[config.mk]
export PLATFORM = sky130hd
export DESIGN_NAME = smm0_tile_io
export DESIGN_NICKNAME = d
export VERILOG_FILES = /design/src/rtl/smm0_tile_io.sv
export SDC_FILE = /design/constraint.sdc
export NUM_CORES = 1
export LEC_CHECK = 0
export ABC_AREA = 0
export BUFFER_PORTS_ARGS = -buffer_cell sky130_fd_sc_hd__buf_4
export CORE_UTILIZATION = 53
export CTS_CLUSTER_SIZE = 30
export DETAILED_ROUTE_END_ITERATION = 7
export HOLD_SLACK_MARGIN = 0.03
export PLACE_DENSITY = 0.88
export SLEW_MARGIN = 20
export SYNTH_ARGS = -nofsm -noshare
export SYNTH_HDL_FRONTEND = slang
export SYNTH_SLANG_ARGS = --single-unit
export TNS_END_PERCENT = 50
[constraint.sdc]
create_clock -name clk -period 3.3 [get_ports clk]
set_input_delay 0.165 -clock clk [delete_from_list [all_inputs] [get_ports clk]]
set_output_delay 0.165 -clock clk [all_outputs]
set_load 0.005 [all_outputs]
[src/rtl/smm0_tile_io.sv]
// smm0_tile_io: operand collector and result serialiser around the SMM0
// 2x2 Strassen multiply controller. Eight operand beats (A00..A11 then
// B00..B11) are gathered, a one-cycle load pulse starts the controller,
// the C tile is captured on write_out and drained as four output beats.
module smm0_tile_io #(
    parameter int DW = 8,
    parameter int CW = 18
) (
    input  logic                clk,
    input  logic                rst,
    input  logic                in_valid,
    output logic                in_ready,
    input  logic [DW-1:0]       in_data,
    output logic                load,
    input  logic                write_out,
    input  logic [4*CW-1:0]     c_in,
    output logic [4*DW-1:0]     a_out,
    output logic [4*DW-1:0]     b_out,
    output logic                out_valid,
    input  logic                out_ready,
    output logic [CW-1:0]       out_data,
    output logic                out_last,
    output logic                busy
);

    localparam logic [1:0] S_FILL  = 2'd0;
    localparam logic [1:0] S_KICK  = 2'd1;
    localparam logic [1:0] S_WAIT  = 2'd2;
    localparam logic [1:0] S_DRAIN = 2'd3;

    logic [1:0]    r_state;
    logic [1:0]    w_state_next;
    logic [2:0]    r_cnt;
    logic [1:0]    r_idx;
    logic [DW-1:0] r_a [4];
    logic [DW-1:0] r_b [4];
    logic [CW-1:0] r_c [4];
    logic          r_load;
    logic          r_out_valid;
    logic [CW-1:0] r_out_data;
    logic          r_out_last;
    logic          r_busy;

    logic w_accept;
    logic w_handshake;
    logic w_capture;

    // Combinational ready is gated by reset so nothing is accepted while held.
    assign in_ready    = (r_state == S_FILL) && rst;
    assign w_accept    = in_valid && in_ready;
    assign w_handshake = r_out_valid && out_ready;
    assign w_capture   = (r_state == S_WAIT) && write_out;

    // Next-state selection for the fill/kick/wait/drain sequence.
    always_comb begin
        w_state_next = r_state;
        case (r_state)
            S_FILL:  if (w_accept && (r_cnt == 3'd7)) w_state_next = S_KICK;
            S_KICK:  w_state_next = S_WAIT;
            S_WAIT:  if (write_out) w_state_next = S_DRAIN;
            S_DRAIN: if (w_handshake && (r_idx == 2'd3)) w_state_next = S_FILL;
            default: w_state_next = S_FILL;
        endcase
    end

    // State register and operand beat counter (3 bits wrap after B11).
    always_ff @(posedge clk or negedge rst) begin
        if (!rst) begin
            r_state <= S_FILL;
            r_cnt   <= 3'd0;
        end else begin
            r_state <= w_state_next;
            if (w_accept) r_cnt <= r_cnt + 3'd1;
        end
    end

    genvar gi;
    generate
        for (gi = 0; gi < 4; gi++) begin : g_elem
            // Operand element registers; each written only by its own beat.
            always_ff @(posedge clk or negedge rst) begin
                if (!rst) begin
                    r_a[gi] <= '0;
                    r_b[gi] <= '0;
                end else if (w_accept) begin
                    if (r_cnt == 3'(gi))     r_a[gi] <= in_data;
                    if (r_cnt == 3'(gi + 4)) r_b[gi] <= in_data;
                end
            end

            // Result element capture, only while waiting for the controller.
            always_ff @(posedge clk or negedge rst) begin
                if (!rst) r_c[gi] <= '0;
                else if (w_capture) r_c[gi] <= c_in[gi*CW +: CW];
            end

            assign a_out[gi*DW +: DW] = r_a[gi];
            assign b_out[gi*DW +: DW] = r_b[gi];
        end
    endgenerate

    // Registered control outputs derived from the state being entered.
    always_ff @(posedge clk or negedge rst) begin
        if (!rst) begin
            r_load      <= 1'b0;
            r_busy      <= 1'b0;
            r_out_valid <= 1'b0;
        end else begin
            r_load      <= (w_state_next == S_KICK);
            r_busy      <= (w_state_next != S_FILL);
            r_out_valid <= (w_state_next == S_DRAIN);
        end
    end

    // Output beat register: C00 is presented straight from c_in on capture,
    // later beats come from the captured tile as the index advances.
    always_ff @(posedge clk or negedge rst) begin
        if (!rst) begin
            r_idx      <= 2'd0;
            r_out_data <= '0;
            r_out_last <= 1'b0;
        end else if (w_capture) begin
            r_idx      <= 2'd0;
            r_out_data <= c_in[CW-1:0];
            r_out_last <= 1'b0;
        end else if (w_handshake) begin
            r_idx      <= r_idx + 2'd1;
            r_out_last <= (r_idx == 2'd2);
            if (r_idx != 2'd3) r_out_data <= r_c[r_idx + 2'd1];
        end
    end

    assign load      = r_load;
    assign busy      = r_busy;
    assign out_valid = r_out_valid;
    assign out_data  = r_out_data;
    assign out_last  = r_out_last;

endmodule

==> results of run 1 <==
==> power breakdown <==
group	switching (mW)	internal, mW
Combinational	1.08	1.18
Sequential	0.453	2.65
Clock	0.814	1.29
Total	2.35	5.11
==> how the worst max path moves through the flow <==
stage | startpoint | end | slack (ps) | depth (start not counted)
2_1_floorplan | r_idx[0] | out_data[10] | 640 | 8
3_3_place_gp | rst | a_out[25] | 870 | 4
3_5_place_dp | rst | a_out[25] | 780 | 4
4_1_cts | rst | a_out[25] | 690 | 5
5_1_grt | rst | a_out[24] | 510 | 5
6_report | rst | a_out[25] | 680 | 5
==> cells by family (layout without fill, tap and decap cells) <==
family	count (synthesis)	after routing
buffers and inverters	33	274
adders and majority gates	8	8
DFF	165	165
and+or+nand+nor	208	208
AOI/OAI and AO/OA	42	42
muxes	83	83
other	0	1
xor gates and xnor gates	2	2
==> critical path, delay by kind of cell <==
kind / cells / cell delay [ps]
buf+inv: 2 / 900
mux: 1 / 390
simple gates: 2 / 1440
==> state kept, by name, indices dropped and copies added, names as in the netlist <==
signal and cells:
out_valid 1, r_c 72, load 1, a_out 32, r_state 2, busy 1
out_last 1, out_data 18, r_idx 2, r_cnt 3, b_out 32
==> per-stage QoR <==
| step | utilization (%) | power (mW) | std cells | hold WS (ps) |
|---|---|---|---|---|
| finish | 75.13 | 7.464 | 955 | 42.16 |
| global route | 75.13 | 7.790 | 955 | 38.36 |
| CTS | 75.11 | 7.349 | 954 | 32.85 |
| global placement | 65.65 | 4.997 | 865 | 103.4 |
| detailed placement | 65.65 | 5.159 | 865 | 120.7 |
| floorplan | - | 4.339 | 541 | -130.6 |
==> cell usage after synthesis (3+ instances only) <==
cell      instances  area, µm²
nand2_1         168      630.6
dfrtp_1         165       4129
mux2_2           56      630.6
a21o_1           19      142.6
and2_1           19      118.9
a221o_1          18      180.2
mux4_2           18      405.4
buf_2            10      50.05
ha_1              8      100.1
mux2_4            8      120.1
buf_1             7      26.28
clkbuf_1          7      26.28
inv_1             5      18.77
nand3_2           4      40.04
nor2_1            3      11.26
or2_2             3      18.77
==> final cells by class <==
class                      instances  area [µm²]  share of cell area [%]
inverter                           6       22.52                  0.2375
timing repair buffer             236        1918                   20.23
tap                              172       215.2                   2.270
sequential                       165        4129                   43.55
multi-input combinational        343        2570                   27.10
clock inverter                    12       177.7                   1.874
antenna                            1       2.502                 0.02639
clock buffer                      20       446.7                   4.711
==> per-layer routing <==
metal | wire, µm | global-route usage (%) | vias up
li1 | - | - | 2309
met1 | 7380 | 35.91 | 2634
met2 | 9905 | 52.22 | 352
met4 | 949 | 19.91 | 0
met3 | 1820 | 11.51 | 97
met5 | 0 | 0 | -
==> implementation parameters, run 1 <==
Parameter                              Value

Synth
  Complex-gate fraction of the synthesized area ... 5.161%
  FFs w/ async S/R, synth ... 100.0%
  Combinational family with the most area after synthesis ... multiplexers
  Mux cell area share after synthesis ... 17.06%
  Adder-cell share of the synthesized area ... 1.464%
  Synthesis-stage register bit count ... 165
  Gate Count Post-Synth ... 541
  Number of nets produced by synthesis ... 634
  Xor/xnor cell area share of the yosys netlist ... 0.2562%
  Per-instance average area after synthesis ... 12.64 µm²
  Post-synthesis cell type count ... 35
  Basic-gate share of the synthesized area counting and, or, nand and nor cells ... 13.45%
  Fraction of the yosys area taken by sequential cells ... 60.40%
  Ys flop type ... dfrtp_1
  Synth warn ... 0
  Post-Synthesis Cell Area ... 6837 µm²
  Number of synthesized flops with an enable pin ... 0

Setup path
  Startpoint kind of the worst setup timing path ... primary input
  Biggest fanout along the worst timing path ... 45
  Critical path endpoint category ... flop
  FF-to-FF End ... a_out[25]
  CP max stage delay ... 990 ps
  Critical R2R Launch ... r_state[0]
  Worst reg2reg path depth ... 3
  Cell at the slowest stage of the critical path ... nor4bb_2
  Crit path required time ... 3610 ps
  Startpoint-to-endpoint class of the critical path ... in -> reg
  Arrival time reported for the critical path endpoint ... 2930 ps
  Worst reg-to-reg setup slack ... 890 ps
  Critical path, cell by cell ... dlygate4sd3_1 > buf_6 > nor4bb_2 > nand2_1 > mux2_2

Global routing
  Maximum number of pins on one net before global-route repair ... 73
  Number of global-route vias before repair ... 5830
  First-pass GRT wire length ... 31240 µm
  Total congestion overflow ... 0
  Global-route usage over all layers ... 31.97%
  Antenna violations before repair ... 1

Timing
  Worst clock skew ... 11.24 ps
  Setup violators final ... 0
  RSZ-0062 raised after global routing ... no
  Fin. Hold Viols ... 0
  Number of pins with negative max-slew slack in the final report ... 0
  Share of the clock period used by the worst path after layout ... 79.35%
  Worst-Margin Slew ... 1051 ps
  FMAX ... 0.3819 GHz
  Final-layout setup total negative slack ... 0 ps
  Worst-case headroom to the max-slew limit ... 28.92%
  Minimum clock period ... 2619 ps
  Post-route setup slack ... 681.4 ps

Route
  Total detailed-routing wirelength ... 20060 µm
  DR WL/cell ... 21.00 µm
  Post-route ant nets ... 0
  Total DRC errors in the routed layout ... 0
  Vias per inst ... 5.646
  Number of detailed-routing iterations run before antenna repair ... 5
  Via total after detailed routing ... 5392
  Iteration-0 DRC Markers ... 621

Clocking
  Resize count post-CTS ... 0
  Post-CTS setup buffer count ... 0
  TritonCTS Buffers ... 17
  H-Tree Depth ... 4
  Clock transition at the registers of the reported paths ... 60 ps
  Clock buffer depth ... 2
  TritonCTS clock tree ... yes
  Sink Count ... 165
  Clock latency reported for the late side of the worst-skew pair ... 430 ps
  # hold bufs at CTS ... 57
  CTS Root Buffer Type ... clkbuf_16

Layout
  Highest-count cells in the layout ignoring fill and taps ... buf_4 (178), nand2_1 (168), dfrtp_1 (165)
  Most frequent standard cell in the layout excluding fill and tap cells ... buf_4
  Final std cell area, no fill ... 9482 µm²
  Area growth syn-to-layout ... 38.69%
  Final nets ... 862
  Proportion of layout cells with a drive suffix above 1 ... 39.00%
  Filler Cell Count ... 726

Placed design
  Number of buffers inserted by port buffering ... 171
  Final GP Congestion ... 0.8054
  Post-place instance area ... 8284 µm²
  Worst setup slack before clock tree synthesis ... 777.1 ps
  DPL Wire Length ... 11280 µm

Die
  Die boundary height ... 115.6 µm
  Std-Cell Core Area ... 12620 µm²
  Die area ... 13360 µm²
  Initial core utilization ... 54.17%
  Number of top-level pins ... 172
  Die outline width ... 115.6 µm
  Std cell rows ... 41

Min path
  Startpoint of the most critical hold path ... in_data[2]
  Hold Path Stages ... 2
  Worst hold path class ... in -> reg
  Sink of the worst hold path ... b_out[2]

Status
  Result of the run ... finished clean

Power
  Ratio of total power to cell area ... 787.2 nW/µm²
  Peak supply drop ... 0.3769 mV
  Leakage power ... 4.983 nW

Run
  Max-capacitance violation count ... 0
No activity file was read; power rests on OpenSTA's default activity.
==> inputs of run 2 (changes only) <==
--- a/config.mk
+++ b/config.mk
@@ -7,11 +7,11 @@
 export LEC_CHECK = 0
 export ABC_AREA = 0
 export BUFFER_PORTS_ARGS = -buffer_cell sky130_fd_sc_hd__buf_4
-export CORE_UTILIZATION = 53
+export CORE_UTILIZATION = 48
 export CTS_CLUSTER_SIZE = 30
 export DETAILED_ROUTE_END_ITERATION = 7
 export HOLD_SLACK_MARGIN = 0.03
-export PLACE_DENSITY = 0.88
+export PLACE_DENSITY = 0.84
 export SLEW_MARGIN = 20
 export SYNTH_ARGS = -nofsm -noshare
 export SYNTH_HDL_FRONTEND = slang
==> constraint.sdc (replaced) <==
create_clock -name clk -period 2.3 [get_ports clk]
set_input_delay 0.115 -clock clk [delete_from_list [all_inputs] [get_ports clk]]
set_output_delay 0.115 -clock clk [all_outputs]
set_load 0.005 [all_outputs]
==> run 2 against run 1 <==
  * Clock skew fell by 3.1 ps
  * Final cell count rose by 3.1%
  * Global-route usage fell by 6.0 points
  * Count of clock-buffer cells in the layout did not move
  * Highest routed layer unchanged
==> implementation parameters, run 2 (synthesized netlist as in run 1, its figures left out) <==
Parameter                              Value

Status
  Result of the run ... finished clean

Clocking
  Post-CTS setup buffer count ... 0 (unchanged)
  Resize count post-CTS ... 0 (unchanged)
  Clock latency reported for the late side of the worst-skew pair ... 430 ps (about the same)
  H-Tree Depth ... 4 (unchanged)
  TritonCTS Buffers ... 17 (unchanged)
  Sink Count ... 165 (unchanged)
  TritonCTS clock tree ... yes
  Clock transition at the registers of the reported paths ... 70 ps (about the same)
  # hold bufs at CTS ... 75 (+32%)
  CTS Root Buffer Type ... clkbuf_16
  Clock buffer depth ... 2 (unchanged)

Timing
  FMAX ... 0.4743 GHz
  Number of pins with negative max-slew slack in the final report ... 0 (unchanged)
  Final-layout setup total negative slack ... 0 ps (unchanged)
  RSZ-0062 raised after global routing ... no
  Fin. Hold Viols ... 0 (unchanged)
  Post-route setup slack ... 191.8 ps (-489.6 ps)
  Worst-case headroom to the max-slew limit ... 47.27% (+18 points)
  Minimum clock period ... 2108 ps
  Share of the clock period used by the worst path after layout ... 91.66%
  Worst clock skew ... 8.189 ps (-3.054 ps)
  Worst-Margin Slew ... 791.0 ps (-260.1 ps)
  Setup violators final ... 0 (unchanged)

Die
  Std-Cell Core Area ... 13880 µm² (+10%)
  Initial core utilization ... 49.25% (-4.9 points)
  Number of top-level pins ... 172 (unchanged)
  Die area ... 14720 µm² (+10%)
  Die boundary height ... 121.3 µm (+5.0%)
  Die outline width ... 121.3 µm (+5.0%)
  Std cell rows ... 43 (+4.9%)

Layout
  Proportion of layout cells with a drive suffix above 1 ... 38.48% (-0.52 points)
  Area taken by flip-flops and latches ... 4129 µm² (unchanged)
  Final nets ... 883 (+2.4%)
  Most frequent standard cell in the layout excluding fill and tap cells ... buf_4
  Final standard cell count with taps included and fillers excluded ... 985 (+3.1%)
  Area growth syn-to-layout ... 41.14%
  Multi-input logic area ... 2570 µm² (unchanged)
  Flip-flop count of the largest register, all copies and words added ... 72 (unchanged)
  Highest-count cells in the layout ignoring fill and taps ... buf_4 (179), nand2_1 (168), dfrtp_1 (165)
  Most flops, register ... r_c
  Filler Cell Count ... 923 (+27%)

Run
  Max-capacitance violation count ... 0 (unchanged)

Global routing
  Number of global-route vias before repair ... 5518 (-5.4%)
  Antenna violations before repair ... 2 (+1)
  Global-route usage over all layers ... 25.93% (-6.0 points)
  Total congestion overflow ... 0 (unchanged)
  Maximum number of pins on one net before global-route repair ... 137 (+88%)
  First-pass GRT wire length ... 28460 µm (-8.9%)

Route
  Via total after detailed routing ... 5178 (-4.0%)
  DR WL/cell ... 18.53 µm (-12%)
  Post-route ant nets ... 0 (unchanged)
  Total detailed-routing wirelength ... 18250 µm (-9.0%)
  Total DRC errors in the routed layout ... 0 (unchanged)
  Iteration-0 DRC Markers ... 388 (-38%)
  Vias per inst ... 5.257 (-6.9%)
  Number of detailed-routing iterations run before antenna repair ... 5 (unchanged)

Power
  Peak supply drop ... 0.6151 mV (+63%)
  P_int ... 6.976 mW (+36%)
  Fraction of power consumed by the clock network ... 26.1% (-2.0 points)
  Power dissipated by switching net loads ... 3.203 mW (+36%)
  Portion of total power attributed to combinational logic ... 30.6% (+0.3 points)
  Switching portion of total power ... 31.47% (about the same)
  Part of the power in registers ... 43.3% (+1.8 points)
  Ratio of total power to cell area ... 1055 nW/µm² (+34%)
  Leakage power ... 5.063 nW (+1.6%)

Setup path
  Arrival time reported for the critical path endpoint ... 2400 ps (-530 ps)
  Biggest fanout along the worst timing path ... 19 (-58%)
  Startpoint kind of the worst setup timing path ... flop
  Startpoint-to-endpoint class of the critical path ... reg -> reg
  Cell at the slowest stage of the critical path ... dfrtp_1
  Critical path, cell by cell ... inv_1 > ha_1 > buf_4 > mux4_2 > a221o_1
  Critical path endpoint category ... flop
  CP max stage delay ... 530 ps (-460 ps)
  Crit path required time ... 2590 ps (-1020 ps)

Placed design
  Number of buffers inserted by port buffering ... 171 (unchanged)
  Worst setup slack before clock tree synthesis ... 254.7 ps (-522.4 ps)
  DPL Wire Length ... 11390 µm (+0.93%)
  Instance count after placement with tap cells included ... 876 (+1.3%)
  Final GP Congestion ... 0.7944 (-1.4%)

Min path
  Worst hold path class ... in -> reg
run 2: cell count changes in the layout (fill, tap and decap cells not counted), sizes merged, moves of 2 or more:
| cell | delta |
|---|---|
| dlygate4sd3 | +18 |
| bufinv | -4 |
| clkinv | +2 |
| buf | +3 |
| clkinvlp | -3 |
| inv | +5 |
run 2: final timing paths:
check	from	end	slack [ps]	depth (start not counted)
min	c_in[1]	r_c[55]	40	3
min in group asynchronous	rst	r_cnt[1]	350	3
max reg2reg	r_idx[0]	out_data[10]	190	5
max in group asynchronous	rst	r_c[62]	1340	3
min reg2reg	r_c[52]	r_c[52]	470	2
max	r_idx[0]	out_data[10]	190	5
run 2: cell type report:
| type | instances | share of cell area, % |
|---|---|---|
| Inverter | 6 | 0.2334 |
| Clock buffer | 20 | 4.733 |
| Antenna cell | 2 | 0.05187 |
| Tap cell | 180 | 2.334 |
| Clock inverter | 12 | 0.9855 |
| Timing Repair Buffer | 257 | 22.24 |
| Multi-Input combinational cell | 343 | 26.63 |
| Sequential cell | 165 | 42.79 |
run 2: stage by stage:
| step | hold slack (ps) | util, % | instance area [µm²] | total power [mW] |
|---|---|---|---|---|
| floorplan | -180.6 | - | 6842 | 6.238 |
| global placement | 158.5 | 60.10 | 8342 | 7.152 |
| detailed placement | 167.1 | 60.10 | 8342 | 7.376 |
| CTS | 33.83 | 69.48 | 9644 | 10.19 |
| finish | 40.98 | 69.52 | 9649 | 10.18 |
| global route | 42.54 | 69.52 | 9649 | 10.70 |
run 2: critical path, delay by kind of cell, from the launching register on:
| kind | cells | cell delay [ps] |
|---|---|---|
| compound gates | 1 | 370 |
| fa+ha+maj | 1 | 300 |
| buf+inv | 2 | 410 |
| flops | 1 | 530 |
| mux | 1 | 350 |
run 2: power by group through the flow:
| stage | Sequential, mW | Combinational [mW] | Clock (mW) |
|---|---|---|---|
| floorplan | 4.22 | 2.02 | 0 |
| global placement | 4.35 | 2.80 | 0 |
| detailed placement | 4.42 | 2.96 | 0 |
| CTS | 4.39 | 3.11 | 2.69 |
| global route | 4.49 | 3.41 | 2.79 |
| finish | 4.41 | 3.11 | 2.66 |
run 2: per-layer routing:
metal  up-vias  share of wire (%)  wire length [µm]  global-route usage, %
li1       2343                  -                 -                      -
met1      2591                 40              7222                  30.26
met2       219                 51              9393                  45.35
met3        25                7.2              1317                  7.472
met4         0                1.7               317                  9.105
met5         -                  0                 0                      0
==> inputs of run 3 (changes only) <==
--- a/config.mk
+++ b/config.mk
@@ -8,6 +8,7 @@
 export ABC_AREA = 0
 export BUFFER_PORTS_ARGS = -buffer_cell sky130_fd_sc_hd__buf_4
 export CORE_UTILIZATION = 48
+export CTS_CLUSTER_DIAMETER = 40
 export CTS_CLUSTER_SIZE = 30
 export DETAILED_ROUTE_END_ITERATION = 7
 export HOLD_SLACK_MARGIN = 0.03
==> constraint.sdc (replaced) <==
create_clock -name clk -period 2.3 [get_ports clk]
set_input_delay 0.46 -clock clk [delete_from_list [all_inputs] [get_ports clk]]
set_output_delay 0.46 -clock clk [all_outputs]
set_load 0.005 [all_outputs]
==> run 3 against run 2 <==
  * First-iteration DRC count down 19%
  * Clock power up 4%
  * Utilization down 5.3 points
  * Total power down 0.90%
  * Wire length down 10%
  * Sequential cell count unchanged
  * Setup slack better by 120 ps
  * Final area down 7.6%
  * Critical endpoint is now in_ready
  * Highest routed layer unchanged
==> implementation parameters, run 3 (synthesized netlist as in run 1, its figures left out) <==
Parameter                              Value

Timing
  RSZ-0062 raised after global routing ... no
  Post-route setup slack ... 306.8 ps (+115.0 ps)
  Setup violators final ... 0 (unchanged)
  Minimum clock period ... 1993 ps (-115.0 ps)
  Fin. Hold Viols ... 0 (unchanged)
  Number of pins with negative max-slew slack in the final report ... 0 (unchanged)
  FMAX ... 0.5017 GHz (+5.8%)
  Worst clock skew ... 9.500 ps (+1.312 ps)
  Final-layout setup total negative slack ... 0 ps (unchanged)
  Worst-Margin Slew ... 786.8 ps (-4.254 ps)
  Share of the clock period used by the worst path after layout ... 86.66% (-5.0 points)
  Worst-case headroom to the max-slew limit ... 47.55% (+0.28 points)

Global routing
  Total congestion overflow ... 0 (unchanged)
  Global-route usage over all layers ... 23.74% (-2.2 points)
  Antenna violations before repair ... 0 (-2)
  Number of global-route vias before repair ... 5207 (-5.6%)
  First-pass GRT wire length ... 26340 µm (-7.4%)
  Maximum number of pins on one net before global-route repair ... 73 (-47%)

Die
  Std-Cell Core Area ... 13880 µm² (unchanged)
  Initial core utilization ... 49.25% (unchanged)
  Die outline width ... 121.3 µm (unchanged)
  Die area ... 14720 µm² (unchanged)
  Std cell rows ... 43 (unchanged)
  Die boundary height ... 121.3 µm (unchanged)
  Number of top-level pins ... 172 (unchanged)

Route
  DR WL/cell ... 17.97 µm (-3.0%)
  Post-route ant nets ... 0 (unchanged)
  Iteration-0 DRC Markers ... 313 (-19%)
  Via total after detailed routing ... 4911 (-5.2%)
  Total detailed-routing wirelength ... 16360 µm (-10%)
  Vias per inst ... 5.397 (+2.7%)
  Number of detailed-routing iterations run before antenna repair ... 4 (-1)
  Total DRC errors in the routed layout ... 0 (unchanged)

Setup path
  Crit path required time ... 1840 ps (-750 ps)
  Startpoint-to-endpoint class of the critical path ... reg -> out
  Combined buffer and inverter count along the critical path ... 1 (-1)
  Biggest fanout along the worst timing path ... 10 (-9)
  Cell at the slowest stage of the critical path ... dfrtp_1
  Startpoint kind of the worst setup timing path ... flop
  Arrival time reported for the critical path endpoint ... 1530 ps (-870 ps)
  Critical path endpoint category ... output port
  Cell family contributing the most delay on the critical path ... flip-flops
  Critical path, cell by cell ... or2_2 > nor2_1 > buf_4
  CP max stage delay ... 500 ps (-30 ps)

Layout
  Proportion of layout cells with a drive suffix above 1 ... 42.74% (+4.3 points)
  Area growth syn-to-layout ... 30.38%
  Flip-flop count of the largest register, all copies and words added ... 72 (unchanged)
  Final std cell area, no fill ... 8914 µm² (-7.6%)
  Highest-count cells in the layout ignoring fill and taps ... buf_4 (182), nand2_1 (168), dfrtp_1 (165)
  Most frequent standard cell in the layout excluding fill and tap cells ... buf_4
  Final nets ... 810 (-8.3%)
  Utilization after layout ... 64.21% (-5.3 points)
  Number of diodes added for antenna fixing ... 0 (-2)
  Most flops, register ... r_c

Clocking
  Clock buffer depth ... 2 (unchanged)
  Post-CTS setup buffer count ... 0 (unchanged)
  Sink Count ... 165 (unchanged)
  TritonCTS clock tree ... yes
  TritonCTS Buffers ... 17 (unchanged)
  H-Tree Depth ... 4 (unchanged)
  Clock latency reported for the late side of the worst-skew pair ... 430 ps (about the same)
  # hold bufs at CTS ... 0 (-100%)
  Resize count post-CTS ... 0 (unchanged)
  CTS Root Buffer Type ... clkbuf_16
  Clock transition at the registers of the reported paths ... 60 ps (about the same)

Run
  Max-capacitance violation count ... 0 (unchanged)

Power
  Ratio of total power to cell area ... 1132 nW/µm² (+7.3%)
  Peak supply drop ... 0.5595 mV (-9.0%)
  Leakage power ... 4.748 nW (-6.2%)

Status
  Result of the run ... finished clean

Min path
  Worst hold path class ... in -> async

Placed design
  Final GP Congestion ... 0.7908 (-0.45%)
  Post-place instance area ... 8344 µm² (about the same)
  Number of buffers inserted by port buffering ... 171 (unchanged)
  Worst setup slack before clock tree synthesis ... 405.7 ps (+150.9 ps)
  DPL Wire Length ... 11360 µm (-0.24%)
run 3: cell types whose count changed in the layout (fill, tap and decap cells not counted), sizes merged, moves of 2 or more:
| cell | before | now |
|---|---|---|
| buf | 182 | 184 |
| clkbuf | 20 | 17 |
| clkinv | 5 | 2 |
| clkinvlp | 1 | 5 |
| diode | 2 | 0 |
| dlygate4sd3 | 75 | 0 |
run 3: per-stage QoR:
| step | power, mW | hold WS (ps) | cells |
|---|---|---|---|
| global placement | 7.179 | 452.1 | 878 |
| global route | 10.66 | 216.8 | 910 |
| floorplan | 6.238 | 164.4 | 541 |
| CTS | 10.18 | 179.9 | 910 |
| detailed placement | 7.376 | 463.8 | 878 |
| finish | 10.09 | 167.1 | 910 |
run 3: power by group:
| part | leakage (nW) | internal, mW | switching, mW | total (mW) |
|---|---|---|---|---|
| sequential | 2.13 | 3.79 | 0.560 | 4.35 |
| clock | 0.267 | 1.51 | 1.25 | 2.76 |
| combinational | 2.35 | 1.65 | 1.33 | 2.97 |
run 3: path summary, 6_finish.rpt:
check | from | endpoint | slack, ps | depth (start not counted)
max | r_state[0] | in_ready | 310 | 3
min | rst | r_cnt[2] | 170 | 2
max in group asynchronous | rst | b_out[18] | 960 | 3
min reg2reg | r_c[51] | r_c[51] | 470 | 2
min in group clk | c_in[21] | r_c[39] | 210 | 3
max reg2reg | r_idx[0] | out_data[6] | 380 | 4
run 3: routing by layer:
metal  global-route usage (%)  wire, µm  vias up
li1                         -         -     2203
met1                    29.16      6415     2462
met2                    38.07      7948      219
met3                    9.164      1706       27
met4                    8.410       287        0
met5                        0         0        -
run 3: area by class of cell:
cell class	count	area, µm²
well taps	180	225.2
clock buffers	17	425.4
fillers	1050	4967
repair buffers	184	1398
inverters	6	22.52
clock inverters	15	143.9
multi-input cells	343	2570
flip-flops and latches	165	4129
run 3: worst register-to-register path, cell delays in order (launching register included):
cell and delay (ps):
dfrtp_1 390, buf_4 200, ha_1 250, o21a_1 480, a221o_1 480
